--- src/rtl/ccd_sync_pkg.sv ---
// Shared constants and helpers for the multi-channel synchronizer/filter.
// Parameter limits are checked against these at elaboration.
package ccd_sync_pkg;

  localparam int WIDTH_MAX         = 256;
  localparam int SYNC_STAGES_MIN   = 2;
  localparam int SYNC_STAGES_MAX   = 10;
  localparam int FILTER_CYCLES_MAX = 1023;

  // Ceiling log2; clog2(1) = 0, clog2(5) = 3.
  function automatic int clog2(input int v);
    int r;
    r = 0;
    for (int i = 0; i < 31; i++) begin
      if ((1 << i) < v) r = i + 1;
    end
    return r;
  endfunction

endpackage

--- src/rtl/ccd_sync_filter_chan.sv ---
// One channel: synchronizer chain, stability filter and edge pulses.
// The first chain flop is the metastability-catching stage.
module ccd_sync_filter_chan
  import ccd_sync_pkg::*;
#(
  parameter int   SYNC_STAGES   = 3,
  parameter int   FILTER_CYCLES = 4,
  parameter logic RESET_VALUE   = 1'b0
) (
  input  logic clock_in,
  input  logic reset_in,
  input  logic async_in,
  output logic level_out,
  output logic rise_out,
  output logic fall_out,
  output logic edge_next_out
);

  (* ASYNC_REG = "TRUE" *) logic meta_q;
  logic [SYNC_STAGES-2:0] tail_q;
  logic [SYNC_STAGES-2:0] tail_d;
  logic                   sync;
  logic                   level_q;
  logic                   level_d;
  logic                   rise_q;
  logic                   rise_d;
  logic                   fall_q;
  logic                   fall_d;

  // Pure shift of the chain; nothing sits between the flops.
  always_comb begin
    tail_d    = tail_q << 1;
    tail_d[0] = meta_q;
  end

  // Synchronizer flops, loaded with the reset level.
  always_ff @(posedge clock_in or posedge reset_in) begin
    if (reset_in) begin
      meta_q <= RESET_VALUE;
      tail_q <= {(SYNC_STAGES-1){RESET_VALUE}};
    end else begin
      meta_q <= async_in;
      tail_q <= tail_d;
    end
  end

  assign sync = tail_q[SYNC_STAGES-2];

  generate
    if (FILTER_CYCLES == 0) begin : g_bypass
      // No filtering: follow the synchronized level every edge.
      always_comb level_d = sync;
    end else begin : g_filter
      localparam int CW = clog2(FILTER_CYCLES + 1);
      localparam logic [CW-1:0] LAST = CW'(FILTER_CYCLES - 1);
      logic [CW-1:0] cnt_q;
      logic [CW-1:0] cnt_d;

      // Accept a new level only after it has held long enough.
      always_comb begin
        cnt_d   = '0;
        level_d = level_q;
        if (sync != level_q) begin
          if (cnt_q == LAST) level_d = sync;
          else               cnt_d   = cnt_q + CW'(1);
        end
      end

      // Stability counter; cleared on reset or when levels agree.
      always_ff @(posedge clock_in or posedge reset_in) begin
        if (reset_in) cnt_q <= '0;
        else          cnt_q <= cnt_d;
      end
    end
  endgenerate

  // Edge detect on the accepted level, registered with it.
  always_comb begin
    rise_d = level_d & ~level_q;
    fall_d = ~level_d & level_q;
  end

  // Filtered level and edge pulse registers.
  always_ff @(posedge clock_in or posedge reset_in) begin
    if (reset_in) begin
      level_q <= RESET_VALUE;
      rise_q  <= 1'b0;
      fall_q  <= 1'b0;
    end else begin
      level_q <= level_d;
      rise_q  <= rise_d;
      fall_q  <= fall_d;
    end
  end

  assign level_out     = level_q;
  assign rise_out      = rise_q;
  assign fall_out      = fall_q;
  assign edge_next_out = rise_d | fall_d;

endmodule

--- src/rtl/ccd_sync_filter.sv ---
// Multi-channel level synchronizer with deglitch filter and edge pulses.
// Channels are independent; change_out flags any edge in a cycle.
module ccd_sync_filter
  import ccd_sync_pkg::*;
#(
  parameter int               WIDTH         = 1,
  parameter int               SYNC_STAGES   = 3,
  parameter int               FILTER_CYCLES = 4,
  parameter logic [WIDTH-1:0] RESET_VALUE   = '0
) (
  input  logic             clock_in,
  input  logic             reset_in,
  input  logic [WIDTH-1:0] input_in,
  output logic [WIDTH-1:0] output_out,
  output logic [WIDTH-1:0] rise_out,
  output logic [WIDTH-1:0] fall_out,
  output logic             change_out
);

  logic [WIDTH-1:0] edge_next;
  logic             change_q;
  logic             change_d;

  generate
    if (WIDTH < 1 || WIDTH > WIDTH_MAX) begin : g_bad_width
      $error("ccd_sync_filter: WIDTH out of range");
    end
    if (SYNC_STAGES < SYNC_STAGES_MIN ||
        SYNC_STAGES > SYNC_STAGES_MAX) begin : g_bad_sync
      $error("ccd_sync_filter: SYNC_STAGES out of range");
    end
    if (FILTER_CYCLES < 0 ||
        FILTER_CYCLES > FILTER_CYCLES_MAX) begin : g_bad_filt
      $error("ccd_sync_filter: FILTER_CYCLES out of range");
    end

    for (genvar i = 0; i < WIDTH; i++) begin : g_chan
      ccd_sync_filter_chan #(
        .SYNC_STAGES   (SYNC_STAGES),
        .FILTER_CYCLES (FILTER_CYCLES),
        .RESET_VALUE   (RESET_VALUE[i])
      ) u_chan (
        .clock_in      (clock_in),
        .reset_in      (reset_in),
        .async_in      (input_in[i]),
        .level_out     (output_out[i]),
        .rise_out      (rise_out[i]),
        .fall_out      (fall_out[i]),
        .edge_next_out (edge_next[i])
      );
    end
  endgenerate

  // Any channel edge next cycle raises change in step with the pulses.
  always_comb change_d = |edge_next;

  // Change flag register.
  always_ff @(posedge clock_in or posedge reset_in) begin
    if (reset_in) change_q <= 1'b0;
    else          change_q <= change_d;
  end

  assign change_out = change_q;

endmodule

--- config.mk ---
export PLATFORM = sky130hd
export DESIGN_NAME = ccd_sync_filter
export DESIGN_NICKNAME = d
export VERILOG_FILES = /design/src/rtl/ccd_sync_pkg.sv /design/src/rtl/ccd_sync_filter_chan.sv /design/src/rtl/ccd_sync_filter.sv
export SDC_FILE = /design/constraint.sdc
export NUM_CORES = 1
export LEC_CHECK = 0
export ABC_CLOCK_PERIOD_IN_PS = 4700
export BUFFER_PORTS_ARGS = -buffer_cell sky130_fd_sc_hd__buf_2
export CAP_MARGIN = 25
export CORE_AREA = 2 2 39 41
export DETAILED_ROUTE_END_ITERATION = 16
export DIE_AREA = 0 0 41 43
export GPL_ROUTABILITY_DRIVEN = 0
export PLACE_DENSITY = 0.47
export SLEW_MARGIN = 0
export SYNTH_ARGS = -nofsm -noshare
export SYNTH_HDL_FRONTEND = slang
export SYNTH_HIERARCHICAL = 1
export SYNTH_SLANG_ARGS = --single-unit
--- constraint.sdc ---
create_clock -name clock_in -period 4.7 [get_ports clock_in]
set_clock_uncertainty 0.1 [all_clocks]
set_input_delay 0.94 -clock clock_in [delete_from_list [all_inputs] [get_ports clock_in]]
set_output_delay 0.94 -clock clock_in [all_outputs]
set_load 0.01 [all_outputs]
Word level (Yosys, flattened, before mapping)
Cells that the tools add are included.
{ "totals": {"output_inout_bits": 4, "regBits": 10, "elab_cells": 19, "inputBits": 3} }
{ "op_classes": {"mux": 4, "bitwise": 5, "eq_ne": 2, "add_sub_neg": 1} }
{ "op_table": {"columns": ["op", "count"], "rows": [
  ["$mux W3", 2],
  ["$add A3 B1 Y3 const B", 1],
  ["$eq A3 B2 Y1 const B", 1],
  ["$and A1 B1 Y1", 2],
  ["$mux W1", 2],
  ["$not A1 Y1", 2],
  ["$ne A1 B1 Y1", 1],
  ["$or A1 B1 Y1", 1]
]} }

Depth between registers and ports, before layout
Gate-level depths: netlist of the first run.
{ "logic_depth": {"depth_word": 6, "mapped_depth": 5, "mapped_depth_nobuf": 5} }

Modules after synthesis
Netlist of the first run, hierarchy kept.
{ "modules_own_cells": {"columns": ["mod", "seq_area_each_um2", "cells_each", "area_each_um2", "instances"], "rows": [
  ["ccd_sync_filter_chan", 225.2, 22, 342.8, 1],
  ["ccd_sync_filter", 25.0, 2, 28.8, 1]
]} }

Worst setup path after synthesis of the first run
Ideal clock, no wire load.
{ "synth_timing": {"kind": "flip-flop to flip-flop", "startpoint": "register g_chan[0].u_chan.g_filter.cnt_q[0]", "endpoint": "register change_q, in the netlist change_out", "required_ps": 4487, "slack_ps": 3169, "path_stages_with_launch": 6, "setup_ps": 113, "t_arrival_ps": 1318, "n_path_buf": 0, "synth_period_minus_slack_ps": 1531, "path_cell_list": "dfrtp_1 -> ha_1 -> nor2b_4 -> mux2_2 -> ha_1 -> inv_1"} }
{ "synth_via": {"elab_chain_len": 6, "elab_cells_between_ends": 7, "cone_classes": "1 x eq/ne; 2 x mux; 4 x bitwise"} }
{ "synth_lines": {"columns": ["element", "line_no", "source"], "rows": [
  ["start, declared", "ccd_sync_filter_chan.sv:56", "logic [CW-1:0] cnt_q;"],
  ["start signal, assigned", "ccd_sync_filter_chan.sv:72", "else cnt_q <= cnt_d;"],
  ["$eq A3 B2 Y1 (*)", "ccd_sync_filter_chan.sv:64", "if (cnt_q == LAST) level_d = sync;"],
  ["$mux W1 (*)", "ccd_sync_filter_chan.sv:64", null],
  ["$mux W1 (*)", "ccd_sync_filter_chan.sv:63", "if (sync != level_q) begin"],
  ["$not A1 Y1", "ccd_sync_filter_chan.sv:80", "fall_d = ~level_d & level_q;"],
  ["$and A1 B1 Y1", "ccd_sync_filter_chan.sv:80", null],
  ["$or A1 B1 Y1 (*)", "ccd_sync_filter_chan.sv:99", "assign edge_next_out = rise_d | fall_d;"],
  ["via change_d", "ccd_sync_filter.sv:22", "logic change_d;"],
  ["end signal, assigned", "ccd_sync_filter.sv:60", "else change_q <= change_d;"],
  ["end, declared", "ccd_sync_filter.sv:21", "logic change_q;"]
]} }
The timed path passes the listed nets; every way through them passes the cells marked *.

Final worst setup path of the first run
{ "layout_timing": {"startpoint": "register g_chan[0].u_chan.level_q", "endpoint": "output output_out"} }
{ "layout_lines": {"columns": ["element", "line_no", "source"], "rows": [
  ["start, declared", "ccd_sync_filter_chan.sv:23", "logic level_q;"],
  ["start signal, assigned", "ccd_sync_filter_chan.sv:90", "level_q <= level_d;"],
  ["end, declared", "ccd_sync_filter.sv:14", "output logic [WIDTH-1:0] output_out,"]
]} }
No word-level cell between the ends.

==> results of run 1 <==
-- Yosys cell counts (all sizes together) --
master  instances
ha              2
nor2b           2
inv             4
nor3            1
xnor2           1
mux2            2
nor3b           2
dfrtp          10
-- registers in the layout, summed over array words and instances (netlist names) --
register                      flops
change_out                        1
g_chan.u_chan/fall_out            1
g_chan.u_chan/tail_q              2
g_chan.u_chan/g_filter.cnt_q      3
g_chan.u_chan/rise_out            1
g_chan.u_chan/meta_q              1
g_chan.u_chan/level_out           1
-- layout by cell type, fill, tap and decap left out, drive strengths merged --
cell type | synthesis | final
dfrtp | 10 | 10
buf | 0 | 6
inv | 4 | 4
clkbuf | 0 | 4
mux2 | 2 | 2
ha | 2 | 2
nor2b | 2 | 2
nor3b | 2 | 2
xnor2 | 1 | 1
nor3 | 1 | 1
-- report_power, final --
group | leakage (uW) | total [uW] | switching, uW | internal, uW
Sequential | 0.000125 | 118 | 10.7 | 107
Combinational | 0.0000874 | 71.3 | 34.9 | 36.4
Clock | 0.0000210 | 74.6 | 27.7 | 46.9
-- cell type report --
type	instances	share of cell area [%]
clock buffers	4	7.924
repair buffers	6	6.557
inverters	4	3.279
well taps	16	4.372
multi-input cells	10	23.22
flip-flops and latches	10	54.64
-- metrics by stage --
| step | hold slack (ns) | instance area [um2] | power [uW] |
|---|---|---|---|
| after floorplan | 0.2312 | 371.6 | 170.6 |
| after global placement | 0.2406 | 421.7 | 191.3 |
| after detailed placement | 0.2371 | 421.7 | 193.4 |
| after CTS | 0.2594 | 457.9 | 268.8 |
| after global routing | 0.2807 | 457.9 | 285.6 |
| final | 0.2572 | 457.9 | 264.0 |
-- final timing paths --
kind,to,cells after the start,start,slack (ns)
max in group asynchronous,g_chan[0].u_chan/rise_out$_DFF_PP0_,2,reset_in,3.72
worst min register to register,g_chan[0].u_chan/tail_q[0]$_DFF_PP0_,0,g_chan[0].u_chan/meta_q$_DFF_PP0_,0.26
worst max register to register,change_out$_DFF_PP0_,5,g_chan[0].u_chan/g_filter.cnt_q[0]$_DFF_PP0_,3.09
min in group asynchronous,change_out$_DFF_PP0_,2,reset_in,0.41
worst min-delay path,g_chan[0].u_chan/tail_q[0]$_DFF_PP0_,0,g_chan[0].u_chan/meta_q$_DFF_PP0_,0.26
worst max-delay path,output_out,1,g_chan[0].u_chan/level_out$_DFF_PP0_,2.83
-- metal layers --
metal,track usage [%],up-vias
met4,6.000,0
met2,8.438,5
met1,9.184,93
met5,0,-
li1,-,95
met3,3.141,0
-- kinds of logic after synthesis --
logic type,after synthesis
buffers and inverters,4
DFF,10
and+or+nand+nor,5
xor gates and xnor gates,1
adders and majority gates,2
muxes,2
==> results by group, run 1 <==
Floorplan
  – Die footprint: 1763 um2
  – Placement Rows: 14
  – DIE WIDTH: 41 um
  – Total core area: 1384 um2
  – Y dimension of the die: 43 um
  – Top-level port count: 7
  – Starting density of the core: 26.85%

Final layout
  – Share of final-layout standard cells stronger than drive strength 1: 44.12%
  – Antenna cells: 0
  – Total of fill cells in the finished design: 140
  – Layout net count: 40
  – Number of cells in the finished layout apart from fillers: 50
  – Area of combinational cells with multiple inputs: 106.4 um2
  – Core occupancy in the finished layout: 33.09%
  – Register area: 250.2 um2
  – Synth-to-Final Area Change: 23.23%

Job
  – Max-Cap Viols: 0

STA
  – Final Critical Period: 1.869 ns
  – Relative slew slack: 76.99%
  – RSZ-0062 raised after global routing: no
  – Setup TNS: 0 ns
  – Post-route worst setup slack: 2.831 ns
  – Final number of max-transition violations: 0
  – Post-route clock period utilization: 39.77%
  – Number of endpoints failing setup at the final stage: 0
  – Worst Max-Slew Pin Slew: 0.3428 ns
  – Number of failing hold endpoints at the final stage: 0
  – Achievable clock frequency: 535.0 MHz

Detailed routing
  – Metal1 wirelength: 202 um
  – Max Used Layer: met3
  – DR WL met2: 210 um
  – Antenna Violating Nets Remaining: 0
  – Vias after detailed routing: 193
  – Initial DRT Pass Iterations: 2
  – Wire length on met3: 26 um
  – Violation count after the first detailed-routing iteration: 4
  – Detailed-route wire length: 438 um
  – Final routed wire length divided by cell count: 8.760 um
  – Number of remaining DRC errors: 0
  – Vias per inst: 3.860

Global route
  – Via count of the first global-routing pass: 178
  – Wire length of the first global-routing pass: 786 um
  – Total track usage: 7.048%
  – Largest net degree at the start of global routing: 10
  – Global-route congestion overflow total: 0
  – Initial antenna violation count: 0

Clock tree
  – Latest clock arrival within the worst-skew pair: 0.25 ns
  – TritonCTS clock tree: built
  – Post-CTS Setup Bufs: 0
  – Clk Tree Root Cell: sky130_fd_sc_hd__clkbuf_4
  – CTS hold repair buffers: 0
  – Number of sinks handled by clock tree synthesis: 10
  – Post-CTS Resized: 0
  – Clock transition time at the flip-flop clock pins of the worst setup and hold paths: 0.07 ns
  – Clock Tree Buf Depth: 2
  – H-tree Lvls: 1
  – Number of buffers created by CTS: 3

Placement
  – Dpl cells: 46
  – Place WS: 3.099 ns
  – Dpl hpwl: 343.4 um
  – Count of port buffers added during placement: 6

Critical path
  – CP endpoint kind: output pin
  – Critical path required time: 3.66 ns
  – Critical path buffers and inverters: 1
  – Type of element launching the critical path: flop
  – Arrival time reported for the critical path endpoint: 0.83 ns
  – CP delay by family, top: flip-flops
  – Maximum fanout count along the critical path: 5
  – WS Path Type: flop to output pin
  – Slowest cell on the critical path: sky130_fd_sc_hd__dfrtp_1
  – CP peak stage delay: 0.42 ns
  – Series of cell instances along the critical path: buf_2

Logic synthesis
  – Area of the mapped netlist: 371.6 um2
  – Seq cells post-synth: 10
  – Area share of the largest cell type after synthesis: 67.34%
  – Synthesized area per cell: 15.48 um2
  – Adder-cell area share of the yosys netlist: 6.734%
  – Post-synthesis xor/xnor area fraction: 2.357%
  – Most area-hungry cell type in the Yosys netlist: sky130_fd_sc_hd__dfrtp_1
  – Distinct cell type count after synthesis: 10
  – Proportion of synthesized area in mux cells: 6.061%
  – Sequential element share of the synthesized area: 67.34%
  – Yosys synthesis warning count: 6
  – Synthesized instance count: 24
  – Synth Net Count: 29
  – Ranking of synthesized cells by area: sky130_fd_sc_hd__dfrtp_1 (67%), sky130_fd_sc_hd__ha_1 (6.7%), sky130_fd_sc_hd__mux2_2 (6.1%), sky130_fd_sc_hd__inv_1 (4.0%), sky130_fd_sc_hd__nor2b_4 (3.7%)
  – Main combinational cell family by area after synthesis: simple AND/OR/NAND/NOR gates
  – Complex-gate fraction of the synthesized area: 0%
  – Simple-gate portion of the synthesized area: 13.47%

Status
  – Result of the run: finished clean

Pwr
  – Worst supply voltage drop on vdd: 0.2088 mV
  – Cell area power density: 576.6 nW/um2
  – Leakage: 0.0002336 uW

Hold path
  – Hold/Removal Path Class: flop to flop
No activity file was read; power rests on OpenSTA's default activity.
==> inputs of run 2 (changes only) <==
--- a/config.mk
+++ b/config.mk
@@ -5,14 +5,15 @@
 export SDC_FILE = /design/constraint.sdc
 export NUM_CORES = 1
 export LEC_CHECK = 0
-export ABC_CLOCK_PERIOD_IN_PS = 4700
+export ABC_AREA = 1
+export ABC_CLOCK_PERIOD_IN_PS = 1900
 export BUFFER_PORTS_ARGS = -buffer_cell sky130_fd_sc_hd__buf_2
 export CAP_MARGIN = 25
 export CORE_AREA = 2 2 39 41
 export DETAILED_ROUTE_END_ITERATION = 16
 export DIE_AREA = 0 0 41 43
 export GPL_ROUTABILITY_DRIVEN = 0
-export PLACE_DENSITY = 0.47
+export PLACE_DENSITY = 0.46
 export SLEW_MARGIN = 0
 export SYNTH_ARGS = -nofsm -noshare
 export SYNTH_HDL_FRONTEND = slang
==> constraint.sdc (replaced) <==
create_clock -name clock_in -period 1.9 [get_ports clock_in]
set_clock_uncertainty 0.1 [all_clocks]
set_input_delay 0.38 -clock clock_in [delete_from_list [all_inputs] [get_ports clock_in]]
set_output_delay 0.38 -clock clock_in [all_outputs]
set_load 0.01 [all_outputs]
==> run 2 against run 1 <==
Critical path depth did not move. Combinational power up 130%. Sequential power increased by 140%. Clock power grew 150%. Via count rose by 20%. Critical endpoint unchanged. Largest cell class unchanged. Global-route usage rose by 0.70 points. Cell area grew 1.1%.
==> results by group, run 2 <==
Placement
  – Count of port buffers added during placement: 6 (unchanged)
  – Place WS: 0.6106 ns (was 3.099 ns)
  – Dpl hpwl: 385.2 um (was 343.4 um)

Floorplan
  – Starting density of the core: 26.49% (was 26.85%)
  – Placement Rows: 14 (unchanged)
  – Die footprint: 1763 um2 (unchanged)
  – DIE WIDTH: 41 um (unchanged)
  – Top-level port count: 7 (unchanged)
  – Y dimension of the die: 43 um (unchanged)
  – Total core area: 1384 um2 (unchanged)

Final layout
  – Register area: 250.2 um2 (unchanged)
  – Most common cell after layout, fill and taps aside: sky130_fd_sc_hd__dfrtp_1 (unchanged)
  – Register containing the most flip-flops in the final layout: g_chan.u_chan/g_filter.cnt_q (unchanged)
  – Synth-to-Final Area Change: 26.28% (was 23.23%)
  – Share of final-layout standard cells stronger than drive strength 1: 26.09% (was 44.12%)
  – Layout net count: 52 (was 40)
  – Area of combinational cells with multiple inputs: 82.58 um2 (was 106.4 um2)
  – Commonest cells after routing, fill and taps aside: sky130_fd_sc_hd__dfrtp_1 (10), sky130_fd_sc_hd__inv_1 (8), sky130_fd_sc_hd__nand2_1 (8) (was sky130_fd_sc_hd__dfrtp_1 (10), sky130_fd_sc_hd__buf_2 (6), sky130_fd_sc_hd__inv_1 (4))
  – Total of fill cells in the finished design: 145 (was 140)
  – Number of flip-flops under the largest register name: 3 (unchanged)
  – Top flop regs: g_chan.u_chan/g_filter.cnt_q x3, g_chan.u_chan/tail_q x2 (unchanged)
  – Antenna cells: 0 (unchanged)

Critical path
  – Series of cell instances along the critical path: buf_2 (unchanged)
  – Register-to-Register Setup Slack: 0.62 ns (was 3.09 ns)
  – CP peak stage delay: 0.41 ns (was 0.42 ns)
  – CP endpoint kind: output pin (unchanged)
  – Slowest cell on the critical path: sky130_fd_sc_hd__dfrtp_1 (unchanged)
  – Critical path buffers and inverters: 1 (unchanged)
  – CP delay by family, top: flip-flops (unchanged)
  – Type of element launching the critical path: flop (unchanged)
  – WS Path Type: flop to output pin (unchanged)
  – Critical path required time: 1.42 ns (was 3.66 ns)
  – Maximum fanout count along the critical path: 4 (was 5)
  – Arrival time reported for the critical path endpoint: 0.82 ns (was 0.83 ns)

Logic synthesis
  – Distinct cell type count after synthesis: 9 (was 10)
  – Area of the mapped netlist: 366.6 um2 (was 371.6 um2)
  – Ranking of synthesized cells by area: sky130_fd_sc_hd__dfrtp_1 (68%), sky130_fd_sc_hd__inv_1 (8.2%), sky130_fd_sc_hd__nand2_1 (8.2%), sky130_fd_sc_hd__ha_1 (6.8%), sky130_fd_sc_hd__nor2_1 (3.1%) (was sky130_fd_sc_hd__dfrtp_1 (67%), sky130_fd_sc_hd__ha_1 (6.7%), sky130_fd_sc_hd__mux2_2 (6.1%), sky130_fd_sc_hd__inv_1 (4.0%), sky130_fd_sc_hd__nor2b_4 (3.7%))
  – Post-synth EDFFs: 0 (unchanged)
  – Seq cells post-synth: 10 (unchanged)
  – Area share of the largest cell type after synthesis: 68.26% (was 67.34%)
  – Yosys synthesis warning count: 6 (unchanged)
  – Most area-hungry cell type in the Yosys netlist: sky130_fd_sc_hd__dfrtp_1 (unchanged)
  – Synthesized area per cell: 10.47 um2 (was 15.48 um2)
  – Async set-or-reset flop fraction in the synthesized netlist: 100.0% (unchanged)
  – Most frequently used cell type in the post-synthesis netlist: sky130_fd_sc_hd__dfrtp_1 (unchanged)
  – Post-synth top flop: sky130_fd_sc_hd__dfrtp_1 (unchanged)
  – Sequential element share of the synthesized area: 68.26% (was 67.34%)
  – Synth Net Count: 40 (was 29)
  – Synthesized instance count: 35 (was 24)
  – Synth cell count leaders: sky130_fd_sc_hd__dfrtp_1 (10), sky130_fd_sc_hd__inv_1 (8), sky130_fd_sc_hd__nand2_1 (8) (was sky130_fd_sc_hd__dfrtp_1 (10), sky130_fd_sc_hd__inv_1 (4), sky130_fd_sc_hd__ha_1 (2), sky130_fd_sc_hd__mux2_2 (2))

Clock tree
  – Clock Tree Buf Depth: 2 (unchanged)
  – H-tree Lvls: 1 (unchanged)
  – Clk Tree Root Cell: sky130_fd_sc_hd__clkbuf_4 (unchanged)
  – Post-CTS Setup Bufs: 0 (unchanged)
  – TritonCTS clock tree: built (unchanged)
  – Clock transition time at the flip-flop clock pins of the worst setup and hold paths: 0.06 ns (was 0.07 ns)
  – Number of sinks handled by clock tree synthesis: 10 (unchanged)
  – Latest clock arrival within the worst-skew pair: 0.26 ns (was 0.25 ns)
  – Number of buffers created by CTS: 3 (unchanged)

Global route
  – Largest net degree at the start of global routing: 10 (unchanged)
  – Via count of the first global-routing pass: 228 (was 178)
  – Total track usage: 7.747% (was 7.048%)
  – Global-route congestion overflow total: 0 (unchanged)
  – Initial antenna violation count: 0 (unchanged)
  – Wire length of the first global-routing pass: 883 um (was 786 um)

STA
  – Relative slew slack: 77.90% (was 76.99%)
  – Worst Max-Slew Pin Slew: 0.3311 ns (was 0.3428 ns)
  – Number of failing hold endpoints at the final stage: 0 (unchanged)
  – Post-route worst setup slack: 0.6005 ns (was 2.831 ns)
  – Worst hold slack: 0.1258 ns (was 0.2572 ns)
  – Number of endpoints failing setup at the final stage: 0 (unchanged)
  – RSZ-0062 raised after global routing: no (unchanged)
  – Achievable clock frequency: 769.5 MHz
  – Final number of max-transition violations: 0 (unchanged)
  – Post-route clock period utilization: 68.39%
  – Final Critical Period: 1.299 ns
  – Setup TNS: 0 ns (unchanged)

Detailed routing
  – Final routed wire length divided by cell count: 7.565 um (was 8.760 um)
  – Initial DRT Pass Iterations: 1 (was 2)
  – Detailed-route wire length: 469 um (was 438 um)
  – Number of remaining DRC errors: 0 (unchanged)
  – Vias after detailed routing: 232 (was 193)
  – Antenna Violating Nets Remaining: 0 (unchanged)
  – Vias per inst: 3.742 (was 3.860)
  – Violation count after the first detailed-routing iteration: 0 (was 4)

Pwr
  – Cell area power density: 1383 nW/um2 (was 576.6 nW/um2)
  – Total power draw: 640.4 uW (was 264.0 uW)
  – Leakage: 0.0002641 uW (was 0.0002336 uW)
  – Worst supply voltage drop on vdd: 0.4910 mV (was 0.2088 mV)

Hold path
  – Hold/Removal Path Class: primary input to flop (was flop to flop)

Job
  – Max-Cap Viols: 0 (unchanged)

Status
  – Result of the run: finished clean (unchanged)
run 2: cell type report:
class / instances / share of cell area (%)
Clock buffer: 4 / 7.838
Inverter: 9 / 7.297
Multi-Input combinational cell: 16 / 17.84
Sequential cell: 10 / 54.05
Tap cell: 16 / 4.324
Timing Repair Buffer: 7 / 8.649
run 2: cells by family (layout without fill, tap and decap cells):
| family | Yosys count | in the layout | synth area share, % |
|---|---|---|---|
| AND/OR/NAND/NOR | 14 | 14 | 15.70 |
| buffers and inverters | 9 | 20 | 9.214 |
| adder cells (fa/ha/maj) | 2 | 2 | 6.825 |
| flip-flops | 10 | 10 | 68.26 |
run 2: power breakdown:
group / total [uW] / switching, uW / internal [uW] / leakage (uW)
Sequential: 289 / 22.9 / 266 / 0.000126
Clock: 185 / 69.2 / 116 / 0.0000210
Combinational: 166 / 97.5 / 68.3 / 0.000117
run 2: stage by stage:
step	instances	cell area (um2)	utilization, %
2_1_floorplan	35	366.6	-
3_3_place_gp	57	416.7	30.11
3_5_place_dp	57	416.7	30.11
4_1_cts	62	462.9	33.45
5_1_grt	62	462.9	33.45
6_report	62	462.9	33.45
run 2: final timing paths:
check                      cells past startpoint                                            to                                          from
setup reg to reg                               5                          change_out$_DFF_PP0_  g_chan[0].u_chan/g_filter.cnt_q[0]$_DFF_PP0_
setup / recovery                               1                                    output_out          g_chan[0].u_chan/level_out$_DFF_PP0_
hold reg to reg                                0          g_chan[0].u_chan/tail_q[1]$_DFF_PP0_          g_chan[0].u_chan/tail_q[0]$_DFF_PP0_
min in group asynchronous                      3                          change_out$_DFF_PP0_                                      reset_in
max in group asynchronous                      3  g_chan[0].u_chan/g_filter.cnt_q[2]$_DFF_PP0_                                      reset_in
hold / removal                                 1             g_chan[0].u_chan/meta_q$_DFF_PP0_                                      input_in
run 2: what timing repair did:
action                                 4_1_cts  5_1_grt
hold buffers                                 1        0
resized for setup                            0        0
endpoints found under the hold margin       10        0
run 2: routing by layer:
layer | part of all wire (%) | global-route usage [%] | up-vias
li1 | - | - | 123
met1 | 51 | 10.14 | 104
met2 | 44 | 9.688 | 5
met3 | 5.1 | 4.712 | 0
met4 | 0 | 4.000 | 0
met5 | 0 | 0 | -
